### src/rtl/sample_block_counter_if.sv
// ---------------------------------------------------------------------------
// sample_block_counter_if
//   Bundle between the sample-valid source / consumer controller (master)
//   and the sample block counter (slave).
//
//   Master -> slave:
//     clear         synchronous soft clear (same effect as reset)
//     cnt_up        one sample accepted this cycle
//     block_len     samples per block, 0 means 2^CNT_WIDTH
//     mode_oneshot  1 = halt after the next completed block
//     ack           consumer acknowledge of block_done
//   Slave -> master:
//     sample_count  samples counted in the current block
//     block_count   completed blocks, modulo 2^BLK_WIDTH
//     block_pulse   1-cycle pulse per completed block
//     block_done    level flag, set on completion, cleared by ack
//     overrun       sticky, a block completed while block_done was pending
//     halted        counter is in the HALT state
// ---------------------------------------------------------------------------
interface sample_block_counter_if #(
    parameter int CNT_WIDTH = 10,
    parameter int BLK_WIDTH = 8
);
    logic                 clear;
    logic                 cnt_up;
    logic [CNT_WIDTH-1:0] block_len;
    logic                 mode_oneshot;
    logic                 ack;
    logic [CNT_WIDTH-1:0] sample_count;
    logic [BLK_WIDTH-1:0] block_count;
    logic                 block_pulse;
    logic                 block_done;
    logic                 overrun;
    logic                 halted;

    modport master (
        output clear, cnt_up, block_len, mode_oneshot, ack,
        input  sample_count, block_count, block_pulse, block_done, overrun, halted
    );

    modport slave (
        input  clear, cnt_up, block_len, mode_oneshot, ack,
        output sample_count, block_count, block_pulse, block_done, overrun, halted
    );
endinterface

### src/rtl/sample_block_counter.sv
// ---------------------------------------------------------------------------
// sample_block_counter
//   Counts sample strobes into blocks of a run-time programmable length and
//   counts completed blocks. Each completion produces a 1-cycle pulse and a
//   level flag held until acknowledged; a completion while the flag is still
//   pending sets a sticky overrun. In one-shot mode the counter halts after
//   one block until reset or clear.
//
//   Ports:
//     clk  system clock, all state updates on rising edge
//     rst  synchronous active-high reset
//     bus  sample_block_counter_if slave modport (see interface header)
//
//   All outputs come straight from registers.
// ---------------------------------------------------------------------------
module sample_block_counter #(
    parameter int CNT_WIDTH = 10,
    parameter int BLK_WIDTH = 8
) (
    input  logic                   clk,
    input  logic                   rst,
    sample_block_counter_if.slave  bus
);

    typedef enum logic {
        ST_RUN  = 1'b0,
        ST_HALT = 1'b1
    } state_t;

    state_t               state_reg,  state_next;
    logic [CNT_WIDTH-1:0] len_reg,    len_next;
    logic [CNT_WIDTH-1:0] sc_reg,     sc_next;
    logic [BLK_WIDTH-1:0] bc_reg,     bc_next;
    logic                 pulse_reg,  pulse_next;
    logic                 done_reg,   done_next;
    logic                 ovr_reg,    ovr_next;

    // Last index of a block. len_reg = 0 wraps to all ones, which yields
    // 2^CNT_WIDTH samples per block without any special casing.
    logic [CNT_WIDTH-1:0] len_m1;
    logic                 complete;

    assign len_m1   = len_reg - CNT_WIDTH'(1);
    assign complete = (state_reg == ST_RUN) && bus.cnt_up && (sc_reg == len_m1);

    always_ff @(posedge clk) begin
        if (rst) begin
            state_reg <= ST_RUN;
            len_reg   <= bus.block_len;
            sc_reg    <= '0;
            bc_reg    <= '0;
            pulse_reg <= 1'b0;
            done_reg  <= 1'b0;
            ovr_reg   <= 1'b0;
        end else begin
            state_reg <= state_next;
            len_reg   <= len_next;
            sc_reg    <= sc_next;
            bc_reg    <= bc_next;
            pulse_reg <= pulse_next;
            done_reg  <= done_next;
            ovr_reg   <= ovr_next;
        end
    end

    always_comb begin
        state_next = state_reg;
        len_next   = len_reg;
        sc_next    = sc_reg;
        bc_next    = bc_reg;
        pulse_next = 1'b0;
        done_next  = done_reg;
        ovr_next   = ovr_reg;

        if (bus.clear) begin
            // Soft clear mirrors reset; strobe and ack in this cycle are dropped.
            state_next = ST_RUN;
            len_next   = bus.block_len;
            sc_next    = '0;
            bc_next    = '0;
            done_next  = 1'b0;
            ovr_next   = 1'b0;
        end else begin
            case (state_reg)
                ST_RUN: begin
                    if (complete) begin
                        sc_next    = '0;
                        bc_next    = bc_reg + BLK_WIDTH'(1);
                        pulse_next = 1'b1;
                        // New length only takes effect at block boundaries.
                        len_next   = bus.block_len;
                        if (bus.mode_oneshot) begin
                            state_next = ST_HALT;
                        end
                    end else if (bus.cnt_up) begin
                        sc_next = sc_reg + CNT_WIDTH'(1);
                    end
                end
                ST_HALT: begin
                    sc_next  = '0;
                    len_next = bus.block_len;
                end
                default: begin
                    state_next = ST_RUN;
                end
            endcase

            // A completion re-arms the flag even if ack arrives in the same
            // cycle; only an unacknowledged pending flag counts as overrun.
            if (complete) begin
                done_next = 1'b1;
                if (done_reg && !bus.ack) begin
                    ovr_next = 1'b1;
                end
            end else if (bus.ack) begin
                done_next = 1'b0;
            end
        end
    end

    assign bus.sample_count = sc_reg;
    assign bus.block_count  = bc_reg;
    assign bus.block_pulse  = pulse_reg;
    assign bus.block_done   = done_reg;
    assign bus.overrun      = ovr_reg;
    assign bus.halted       = (state_reg == ST_HALT);

endmodule

### src/flat_wrapper.sv
// flat-port wrapper written by rule: the top's interface ports become plain ports
module sample_block_counter_flat 
#(
    parameter int CNT_WIDTH = 10,
    parameter int BLK_WIDTH = 8
)
  (clk, rst, bus_clear, bus_cnt_up, bus_block_len, bus_mode_oneshot, bus_ack, bus_sample_count, bus_block_count, bus_block_pulse, bus_block_done, bus_overrun, bus_halted);
  sample_block_counter_if #(.CNT_WIDTH(CNT_WIDTH), .BLK_WIDTH(BLK_WIDTH)) bus_i ();
  input  logic clk;
  input  logic rst;
  input wire logic [$bits(bus_i.clear)-1:0] bus_clear;
  input wire logic [$bits(bus_i.cnt_up)-1:0] bus_cnt_up;
  input wire logic [$bits(bus_i.block_len)-1:0] bus_block_len;
  input wire logic [$bits(bus_i.mode_oneshot)-1:0] bus_mode_oneshot;
  input wire logic [$bits(bus_i.ack)-1:0] bus_ack;
  output wire logic [$bits(bus_i.sample_count)-1:0] bus_sample_count;
  output wire logic [$bits(bus_i.block_count)-1:0] bus_block_count;
  output wire logic [$bits(bus_i.block_pulse)-1:0] bus_block_pulse;
  output wire logic [$bits(bus_i.block_done)-1:0] bus_block_done;
  output wire logic [$bits(bus_i.overrun)-1:0] bus_overrun;
  output wire logic [$bits(bus_i.halted)-1:0] bus_halted;
  assign bus_i.clear = bus_clear;
  assign bus_i.cnt_up = bus_cnt_up;
  assign bus_i.block_len = bus_block_len;
  assign bus_i.mode_oneshot = bus_mode_oneshot;
  assign bus_i.ack = bus_ack;
  assign bus_sample_count = bus_i.sample_count;
  assign bus_block_count = bus_i.block_count;
  assign bus_block_pulse = bus_i.block_pulse;
  assign bus_block_done = bus_i.block_done;
  assign bus_overrun = bus_i.overrun;
  assign bus_halted = bus_i.halted;
  sample_block_counter #(.CNT_WIDTH(CNT_WIDTH), .BLK_WIDTH(BLK_WIDTH)) u_core (.clk(clk), .rst(rst), .bus(bus_i));
endmodule
### config.mk
export PLATFORM = sky130hd
export DESIGN_NAME = sample_block_counter_flat
export DESIGN_NICKNAME = d
export VERILOG_FILES = /design/src/rtl/sample_block_counter_if.sv /design/src/rtl/sample_block_counter.sv /design/src/flat_wrapper.sv
export SDC_FILE = /design/constraint.sdc
export NUM_CORES = 1
export LEC_CHECK = 0
export BUFFER_PORTS_ARGS = -buffer_cell sky130_fd_sc_hd__buf_2
export CORE_MARGIN = 10
export CORE_UTILIZATION = 58
export DETAILED_ROUTE_END_ITERATION = 6
export PLACE_DENSITY = 0.95
export SYNTH_ARGS = -nofsm -noshare
export SYNTH_HDL_FRONTEND = slang
export SYNTH_SLANG_ARGS = --single-unit
### constraint.sdc
create_clock -name clk -period 6.8 [get_ports clk]
set_input_delay 0.68 -clock clk [delete_from_list [all_inputs] [get_ports clk]]
set_output_delay 0.68 -clock clk [all_outputs]
set_load 0.005 [all_outputs]
After elaboration in Yosys (flattened, before gate mapping)

Cells that the tools add are included.

$add $sub $neg: 3
Equal/unequal tests: 3
Mux-type cells: 13
Bitwise logic cells: 1
Reductions and logical operators: 9

Operator list:

| cell                                                                    | number |
|---|---|
| 10-bit 2-to-1 mux                                                       | 5 |
| 10-bit one-hot mux with 2 select lines                                  | 2 |
| 10-bit by 1-bit adder with 10-bit output, second input constant         | 1 |
| 10-bit equality test                                                    | 1 |
| 10-bit by 1-bit subtractor with 10-bit output, second input constant    | 1 |
| 8-bit by 1-bit adder with 8-bit output, second input constant           | 1 |
| 1-bit 2-to-1 mux                                                        | 6 |
| 4-bit by 3-bit inequality test with 1-bit output, second input constant | 1 |
| 2-bit AND reduction                                                     | 2 |
| 1-bit logical AND                                                       | 3 |
| 3-bit by 2-bit inequality test with 1-bit output, second input constant | 1 |
| 3-bit OR reduction                                                      | 1 |
| 2-bit nonzero test                                                      | 1 |
| 2-bit OR reduction                                                      | 1 |
| 1-bit zero test                                                         | 1 |
| 1-bit inverter                                                          | 1 |

Register bits after elaboration: 32
Input port bits: 16
Output and inout port bits: 22
Logic and storage cells: 36

Longest topological paths before layout

Gate-level depths: netlist (run 1).

Depth in word-level cells: 7
Gate-level depth with buffers: 9
Depth with buffers taken out: 8

Worst setup path before layout (run 1)

Ideal clock, no wire load.

Kind: reg-to-reg
Start point: register u_core.len_reg[0]
End point: register u_core.len_reg[0], enable pin
Arrival: 2209 ps
Path slack: 4251 ps
Stages on the path, launching flop included: 9
Buffers on the path: 0
Period minus slack after synthesis: 2549 ps
Path through: edfxtp_1 > inv_1 > ha_1 > nor2b_1 > or3_1 > a311oi_2 > o211ai_2 > or3_1 > nand2_1

Longest elaborated chain between the ends: 4

RTL lines:

| what                                                       | RTL line                   | text |
|---|---|---|
| start, declared                                            | sample_block_counter.sv:31 | `logic [CNT_WIDTH-1:0] len_reg, len_next;` |
| start signal, assigned                                     | sample_block_counter.sv:49 | `len_reg <= bus.block_len;` |
| start signal, assigned                                     | sample_block_counter.sv:57 | `len_reg <= len_next;` |
| 10-bit by 1-bit subtractor with 10-bit output              | sample_block_counter.sv:43 | `assign len_m1 = len_reg - CNT_WIDTH'(1);` |
| 10-bit equality test                                       | sample_block_counter.sv:44 | `assign complete = (state_reg == ST_RUN) && bus.cnt_up && (sc_reg == len_m1);` |
| 1-bit logical AND                                          | sample_block_counter.sv:44 |  |
| 4-bit by 3-bit inequality test with 1-bit output (no line) | -                          |  |

No other way between the ends.
A chain may end at the register's enable or synchronous reset.

Final worst setup path (run 1)

Start point: register u_core.len_reg[0]
End point: register u_core.len_reg[9], enable pin

Same word-level chain as after synthesis.

==> qor.csv, run 1 <==
stage,metric,value,unit
clock_network,Clock Pin Slew Worst Setup and Hold Paths,0.11,ns
route,drt wl/cell,16.5,microns
setup_path,Crit path largest cell delay,0.55,ns
setup_path,number of buffers and inverters on the critical path,1,
synth,prevailing post-synth register cell,dfxtp_1,
timing,WHS,0.486,ns
setup_path,FF-to-FF End,u_core.len_reg[9],
power,PwrDens,191,nW/um^2
min_path,worst min-delay path startpoint,u_core.bus.overrun,
timing,Final Hold Fails,0,
power,sequential share of power,53.6,%
place,worst slack at placement,3.63,ns
power,Internal Dissipation,291,uW
grt,grt total ovfl,0,
run,max_cap viols,0,
floorplanning,Die W,74.9,microns
timing,Final Max Slew Viols,0,
grt,first-pass GRT wire length,7.20,mm
synth,mapped cell area,1750,sq um
grt,vias in the first global route,1587,
place,IO buf count,37,
power,Pwr Total,387,uW
route,drt first pass iters,4,
final_layout,area grow syn2layout,15.7,%
timing,relative slew slack,31.5,%
setup_path,Register-to-Register Path Depth,8,
floorplanning,Top-Level Pins,38,
power,Sw Pwr,96.2,uW
route,detailed-route via count,1649,
timing,RSZ-0062 raised after global routing,false,
route,drt initial violations,192,
floorplanning,# rows,19,
route,post-route antenna net violation count,0,
clock_network,Post-CTS Resized,0,
synth,"FFs w/ async S/R, synth",0,%
route,detailed-route DRC error count,0,
power,sw frac,24.9,%
synth,"Net Count, Synth",211,
setup_path,CP dominant cell by count,or3_1,
timing,maximum clock frequency,0.313,GHz
floorplanning,CORE AREA,2830,sq um
synth,Ys Warns,0,
final_layout,Total Nets Final,247,
synth,post-synthesis adder-cell area fraction,2.14,%
final_layout,ant diodes,0,
grt,GRT Overall Usage,16.2,%
clock_network,Root Driver,clkbuf_4,
grt,initial antenna violation count,0,
synth,Mean Syn Cell Area,9.12,sq um
timing,min cycle time layout,3.20,ns
clock_network,CTS Hold Bufs,0,
setup_path,crit path max-delay cell type,or3_1,
setup_path,crit path DAT,3.20,ns
floorplanning,Die Height,74.9,microns
min_path,WHS Endpoint,u_core.bus.overrun,
synth,Post-Synth XOR/XNOR Area,5.50,%
floorplanning,Die ar.,5620,sq um
clock_network,post-CTS setup buffers,0,
synth,Yosys reg bits,32,
synth,Post-synth EDFFs,10,
setup_path,reg2reg start,u_core.len_reg[0],
place,Final HPWL DP,3.15,mm
clock_network,H-tree levels,2,
clock_network,clock sinks,32,
timing,slew of the pin with the lowest slew margin,1.02,ns
synth,largest family of logic cells by synthesized area,simple AND/OR/NAND/NOR gates,
setup_path,crit start category,flop,
synth,Simple-Gate Fraction of Synth Area,27.4,%
clock_network,CTS tree,yes,
run_status,outcome,finished clean,
setup_path,CP required,6.80,ns
setup_path,Worst Setup End Kind,flop,
synth,Yosys cell types,45,
synth,post-synthesis mux area share,0.572,%
power,leakage,0.800,nW
timing,Tcrit/Tclk final,47.0,%
floorplanning,initial core utilization,61.9,%
setup_path,R2R Setup Slk,3.60,ns
min_path,worst hold stages,2,
setup_path,WS Path Type,reg -> reg,
min_path,Hold Crit Class,reg -> reg,
power,combinational share of power,8.1,%
synth,Mapped Cells,192,
setup_path,"CP delay by family, top",simple AND/OR/NAND/NOR gates,
setup_path,crit-path max FO,26,
synth,Synth Area in Compound Gates,19.4,%
place,GP Congestion,0.886,
synth,post-synthesis sequential area ratio,42.3,%
timing,final setup margin,3.60,ns
setup_path,critical-path cell list,"inv_1, ha_1, nor2b_1, or3_1, a311oi_2, o211ai_2, or3_1, nand2_1",
route,Vias/cell,6.34,
power,VDD IR max,0.148,mV
timing,Max Clock Skew,0.0111,ns
timing,Final setup viols,0,
clock_network,clk buf depth,2,
power,Clock Power Share,38.3,%
route,drt total wl,4.30,mm
clock_network,Worst-Skew Late Latency,0.35,ns
timing,setup TNS,0,ns
grt,largest net degree at the start of global routing,27,
final_layout,layout cells sized above 1,23.1,%
clock_network,clock buffer count from CTS,5,
## area by class of cell
| cell class | instances | area (sq um) |
|---|---|---|
| multi-input combinational | 148 | 965 |
| fill | 234 | 805 |
| clock buffer | 5 | 37.5 |
| sequential | 32 | 741 |
| clock inverter | 3 | 42.5 |
| inverter | 4 | 15.0 |
| tap | 31 | 38.8 |
| timing repair buffer | 37 | 185 |
## metrics by stage
stage	cells	area [sq um]	utilization, %
2_1_floorplan	192	1750	-
3_3_place_gp	252	1940	68.7
3_5_place_dp	252	1940	68.7
4_1_cts	260	2020	71.6
5_1_grt	260	2020	71.6
6_report	260	2020	71.6
## worst reg2reg max path, cell delays in order (launching register included)
cell and delay, ns:
edfxtp_1 0.41, inv_1 0.06, ha_1 0.23, nor2b_1 0.15, or3_1 0.32, a311oi_2 0.29, o211ai_2 0.47, or3_1 0.56
nand2_1 0.35
## cells in the mapped netlist, types with 4 or more instances
master     n  area (sq um)
o21ai_0    5          25.0
a22oi_1    5          37.5
nand2_1   25          93.8
nand4_1    5          31.3
nor2_1    10          37.5
nor2b_1    4          25.0
xor2_1     5          43.8
clkbuf_1   8          30.0
inv_1      4          15.0
nand2b_1   4          25.0
o311ai_1   5          43.8
o41ai_1    6          52.6
xnor2_1    6          52.6
nand3_1    9          45.0
and3_1     6          37.5
o311ai_0   4          35.0
edfxtp_1  10           300
or3_1     10          62.6
dfxtp_1   22           440
## power by group through the flow
| stage | combinational [mW] | sequential [mW] | clock (mW) |
|---|---|---|---|
| floorplan | 0.0211 | 0.210 | 0 |
| global placement | 0.0295 | 0.211 | 0 |
| detailed placement | 0.0309 | 0.212 | 0 |
| CTS | 0.0312 | 0.207 | 0.149 |
| global route | 0.0349 | 0.208 | 0.154 |
| finish | 0.0314 | 0.207 | 0.148 |
## layout by cell type, fill, tap and decap left out, types with 5 or more instances in the layout
master,synthesis,layout
edfxtp_1,10,10
xor2_1,5,5
a22oi_1,5,5
buf_2,0,37
or3_1,10,10
xnor2_1,6,6
dfxtp_1,22,22
nor2_1,10,10
and3_1,6,6
o21ai_0,5,5
nand4_1,5,5
nand2_1,25,25
nand3_1,9,9
o41ai_1,6,6
o311ai_1,5,5
clkbuf_4,0,5
## metal layers
metal | up-vias | track usage, % | part of all wire (%)
met3 | 14 | 4.73 | 8.0
met1 | 765 | 19.5 | 43
met2 | 64 | 25.1 | 46
li1 | 806 | - | -
met4 | 0 | 9.66 | 2.4
met5 | - | 0 | 0
## cell families (layout without fill, tap and decap cells)
kind of cell    count (synthesis)  count (layout)
buf+inv                        12              49
simple gates                   90              90
mux                             1               1
xor+xnor                       11              11
fa+ha+maj                       3               3
flops                          32              32
compound gates                 43              43
## how the worst max path moves through the flow
stage / slack, ns / to / cells after the start / start
2_1_floorplan: 4.25 / u_core.len_reg[0] / 8 / u_core.len_reg[0]
3_5_place_dp: 3.63 / u_core.len_reg[7] / 8 / u_core.len_reg[0]
5_1_grt: 3.38 / u_core.len_reg[9] / 8 / u_core.len_reg[0]
6_report: 3.60 / u_core.len_reg[9] / 8 / u_core.len_reg[0]
3_3_place_gp: 3.77 / u_core.len_reg[7] / 8 / u_core.len_reg[0]
4_1_cts: 3.61 / u_core.len_reg[9] / 8 / u_core.len_reg[0]
Note: power is estimated with default switching activity, not from simulation.
==> run 2, diff against run 1 <==
--- a/config.mk
+++ b/config.mk
@@ -7,9 +7,9 @@
 export LEC_CHECK = 0
 export BUFFER_PORTS_ARGS = -buffer_cell sky130_fd_sc_hd__buf_2
 export CORE_MARGIN = 10
-export CORE_UTILIZATION = 58
+export CORE_UTILIZATION = 48
 export DETAILED_ROUTE_END_ITERATION = 6
-export PLACE_DENSITY = 0.95
+export PLACE_DENSITY = 0.86
 export SYNTH_ARGS = -nofsm -noshare
 export SYNTH_HDL_FRONTEND = slang
 export SYNTH_SLANG_ARGS = --single-unit
==> constraint.sdc (replaced) <==
create_clock -name clk -period 2.8 [get_ports clk]
set_input_delay 0.28 -clock clk [delete_from_list [all_inputs] [get_ports clk]]
set_output_delay 0.28 -clock clk [all_outputs]
set_load 0.005 [all_outputs]
==> qor.csv, run 2 (synthesis gave the netlist of run 1 again) <==
stage,metric,value,unit,change
final_layout,final cell count without fillers,278,,was 260
grt,initial antenna violation count,0,,unchanged
clock_network,Clock Pin Slew Worst Setup and Hold Paths,0.07,ns,was 0.11 ns
power,leakage,0.826,nW,was 0.800 nW
power,Sw Pwr,226,uW,was 96.2 uW
setup_path,CP dominant cell by count,or3_1,,unchanged
clock_network,post-CTS setup buffers,0,,unchanged
route,drt initial violations,184,,was 192
grt,GRT met3 Usage,4.23,%,was 4.73%
place,Final HPWL DP,3.13,mm,was 3.15 mm
floorplanning,CORE AREA,3440,sq um,was 2830 sq um
setup_path,R2R Setup Slk,0.23,ns,was 3.60 ns
clock_network,Root Driver,clkbuf_8,,was clkbuf_4
power,sw frac,22.4,%,was 24.9%
place,GP Congestion,0.876,,was 0.886
final_layout,"most common cell after layout, fill and taps aside",buf_2,,unchanged
timing,Final Max Slew Viols,0,,unchanged
power,sequential share of power,50.0,%,was 53.6%
timing,Final Hold Fails,0,,unchanged
clock_network,clock sinks,32,,unchanged
grt,met2 Use GR,20.0,%,was 25.1%
min_path,worst hold stages,1,,was 2
power,Internal Dissipation,781,uW,was 291 uW
grt,grt total ovfl,0,,unchanged
setup_path,Crit path largest cell delay,0.44,ns,was 0.55 ns
grt,vias in the first global route,1494,,was 1587
timing,Tcrit/Tclk final,91.9,%,was 47.0%
setup_path,FF-to-FF End,u_core.bus.overrun,,was u_core.len_reg[9]
clock_network,clk buf depth,2,,unchanged
timing,RSZ-0062 raised after global routing,false,,unchanged
route,detailed-route DRC error count,0,,unchanged
timing,slew of the pin with the lowest slew margin,0.652,ns,was 1.02 ns
floorplanning,# rows,21,,was 19
power,Clock Power Share,42.2,%,was 38.3%
route,drt first pass iters,4,,unchanged
final_layout,Total Nets Final,250,,was 247
grt,first-pass GRT wire length,6.98,mm,was 7.20 mm
place,Post-Place Cells,270,,was 252
final_layout,ant diodes,0,,unchanged
min_path,worst min-delay path startpoint,bus_block_len[6],,was u_core.bus.overrun
power,combinational share of power,7.8,%,was 8.1%
setup_path,critical-path cell list,"inv_1, ha_1, nor2b_1, or3_1, a311oi_2, o211ai_2, buf_4, or3_1, o31ai_2",,"was inv_1, ha_1, nor2b_1, or3_1, a311oi_2, o211ai_2, or3_1, nand2_1"
clock_network,CTS tree,yes,,unchanged
timing,min cycle time layout,2.57,ns,was 3.20 ns
setup_path,Register-to-Register Path Depth,9,,was 8
power,PwrDens,481,nW/um^2,was 191 nW/um^2
final_layout,"commonest non-fill, non-tap cells in the layout","buf_2, nand2_1, dfxtp_1",,unchanged
floorplanning,initial core utilization,50.9,%,was 61.9%
floorplanning,Die W,80.4,microns,was 74.9 microns
setup_path,CP required,3.00,ns,was 6.80 ns
setup_path,crit-path max FO,25,,was 26
timing,maximum clock frequency,0.389,GHz,was 0.313 GHz
place,IO buf count,37,,unchanged
setup_path,WS Path Type,reg -> reg,,unchanged
min_path,Hold Crit Class,in -> reg,,was reg -> reg
clock_network,clock buffer count from CTS,5,,unchanged
setup_path,crit path max-delay cell type,or3_1,,unchanged
timing,setup TNS,0,ns,unchanged
power,VDD IR max,0.350,mV,was 0.148 mV
clock_network,Worst-Skew Late Latency,0.29,ns,was 0.35 ns
grt,GRT busiest layer,met2,,unchanged
route,post-route antenna net violation count,0,,unchanged
grt,GRT Overall Usage,13.4,%,was 16.2%
final_layout,area grow syn2layout,19.7,%,was 15.7%
setup_path,"CP delay by family, top",simple AND/OR/NAND/NOR gates,,unchanged
setup_path,Worst Setup End Kind,flop,,unchanged
route,drt wl/cell,15.2,microns,was 16.5 microns
setup_path,crit start category,flop,,unchanged
grt,met1 Use GR,17.0,%,was 19.5%
floorplanning,Die Height,80.4,microns,was 74.9 microns
setup_path,crit path DAT,2.77,ns,was 3.20 ns
timing,relative slew slack,56.4,%,was 31.5%
setup_path,reg2reg start,u_core.len_reg[0],,unchanged
floorplanning,Top-Level Pins,38,,unchanged
min_path,WHS Endpoint,u_core.len_reg[6],,was u_core.bus.overrun
setup_path,number of buffers and inverters on the critical path,2,,was 1
timing,Max Clock Skew,0.0128,ns,was 0.0111 ns
final_layout,layout cells sized above 1,23.7,%,was 23.1%
grt,largest net degree at the start of global routing,26,,was 27
route,Vias/cell,5.88,,was 6.34
timing,Final setup viols,0,,unchanged
floorplanning,Die ar.,6460,sq um,was 5620 sq um
run_status,outcome,finished clean,,unchanged
route,drt total wl,4.23,mm,was 4.30 mm
route,detailed-route via count,1635,,was 1649
clock_network,H-tree levels,2,,unchanged
run,max_cap viols,0,,unchanged
run 2: cell types whose count changed in the layout (fill, tap and decap cells not counted), sizes merged:
cell,previous run,this run
buf,37,40
clkinv,1,2
clkinvlp,1,0
run 2: worst max-delay path by stage:
stage	start	end	slack, ns	depth (start not counted)
after detailed placement	u_core.len_reg[0]	u_core.len_reg[6]	0.11	8
after CTS	u_core.len_reg[0]	u_core.len_reg[0]	0.09	8
after global routing	u_core.len_reg[0]	u_core.bus.overrun	0.05	9
after floorplan	u_core.len_reg[0]	u_core.len_reg[0]	0.25	8
final	u_core.len_reg[0]	u_core.bus.overrun	0.23	9
after global placement	u_core.len_reg[0]	u_core.len_reg[0]	0.15	8
run 2: metrics by stage:
step | total power, mW | hold slack [ns] | area [sq um] | util [%] | setup WS, ns
after floorplan | 0.562 | 0.379 | 1750 | - | 0.251
after global placement | 0.589 | 0.456 | 1990 | 57.7 | 0.146
after global routing | 1.05 | 0.155 | 2090 | 60.9 | 0.0542
after detailed placement | 0.590 | 0.455 | 1990 | 57.7 | 0.108
after CTS | 1.01 | 0.160 | 2090 | 60.8 | 0.0942
final | 1.01 | 0.163 | 2090 | 60.9 | 0.228
run 2: cell type report:
cell class / instances / area (sq um)
multi-input cells: 148 / 967
inverters: 4 / 15.0
flip-flops and latches: 32 / 741
well taps: 46 / 57.6
clock buffers: 5 / 68.8
clock inverters: 3 / 37.5
fillers: 296 / 1350
repair buffers: 40 / 208
run 2: worst register-to-register path: cells and delay by family, from the launching register on:
family / cells / cell delay (ns)
and+or+nand+nor: 3 / 0.93
AOI/OAI and AO/OA: 3 / 0.65
DFF: 1 / 0.40
buffers and inverters: 2 / 0.29
adders and majority gates: 1 / 0.23
run 2: power by group through the flow:
| stage | clock (mW) | sequential [mW] | combinational (mW) |
|---|---|---|---|
| final | 0.425 | 0.503 | 0.0782 |
| after global routing | 0.453 | 0.505 | 0.0877 |
| after CTS | 0.434 | 0.503 | 0.0775 |
| after detailed placement | 0 | 0.513 | 0.0766 |
| after global placement | 0 | 0.513 | 0.0759 |
| after floorplan | 0 | 0.510 | 0.0512 |
run 2: layer usage:
layer	routed length [microns]	vias up
met3	265	9
met5	0	-
met2	1930	48
met4	80	0
met1	1960	768
li1	-	810
run 2: repair_timing:
item,CTS,global route
setup endpoints to repair,0,10
resized for setup,0,1
hold buffers,0,0
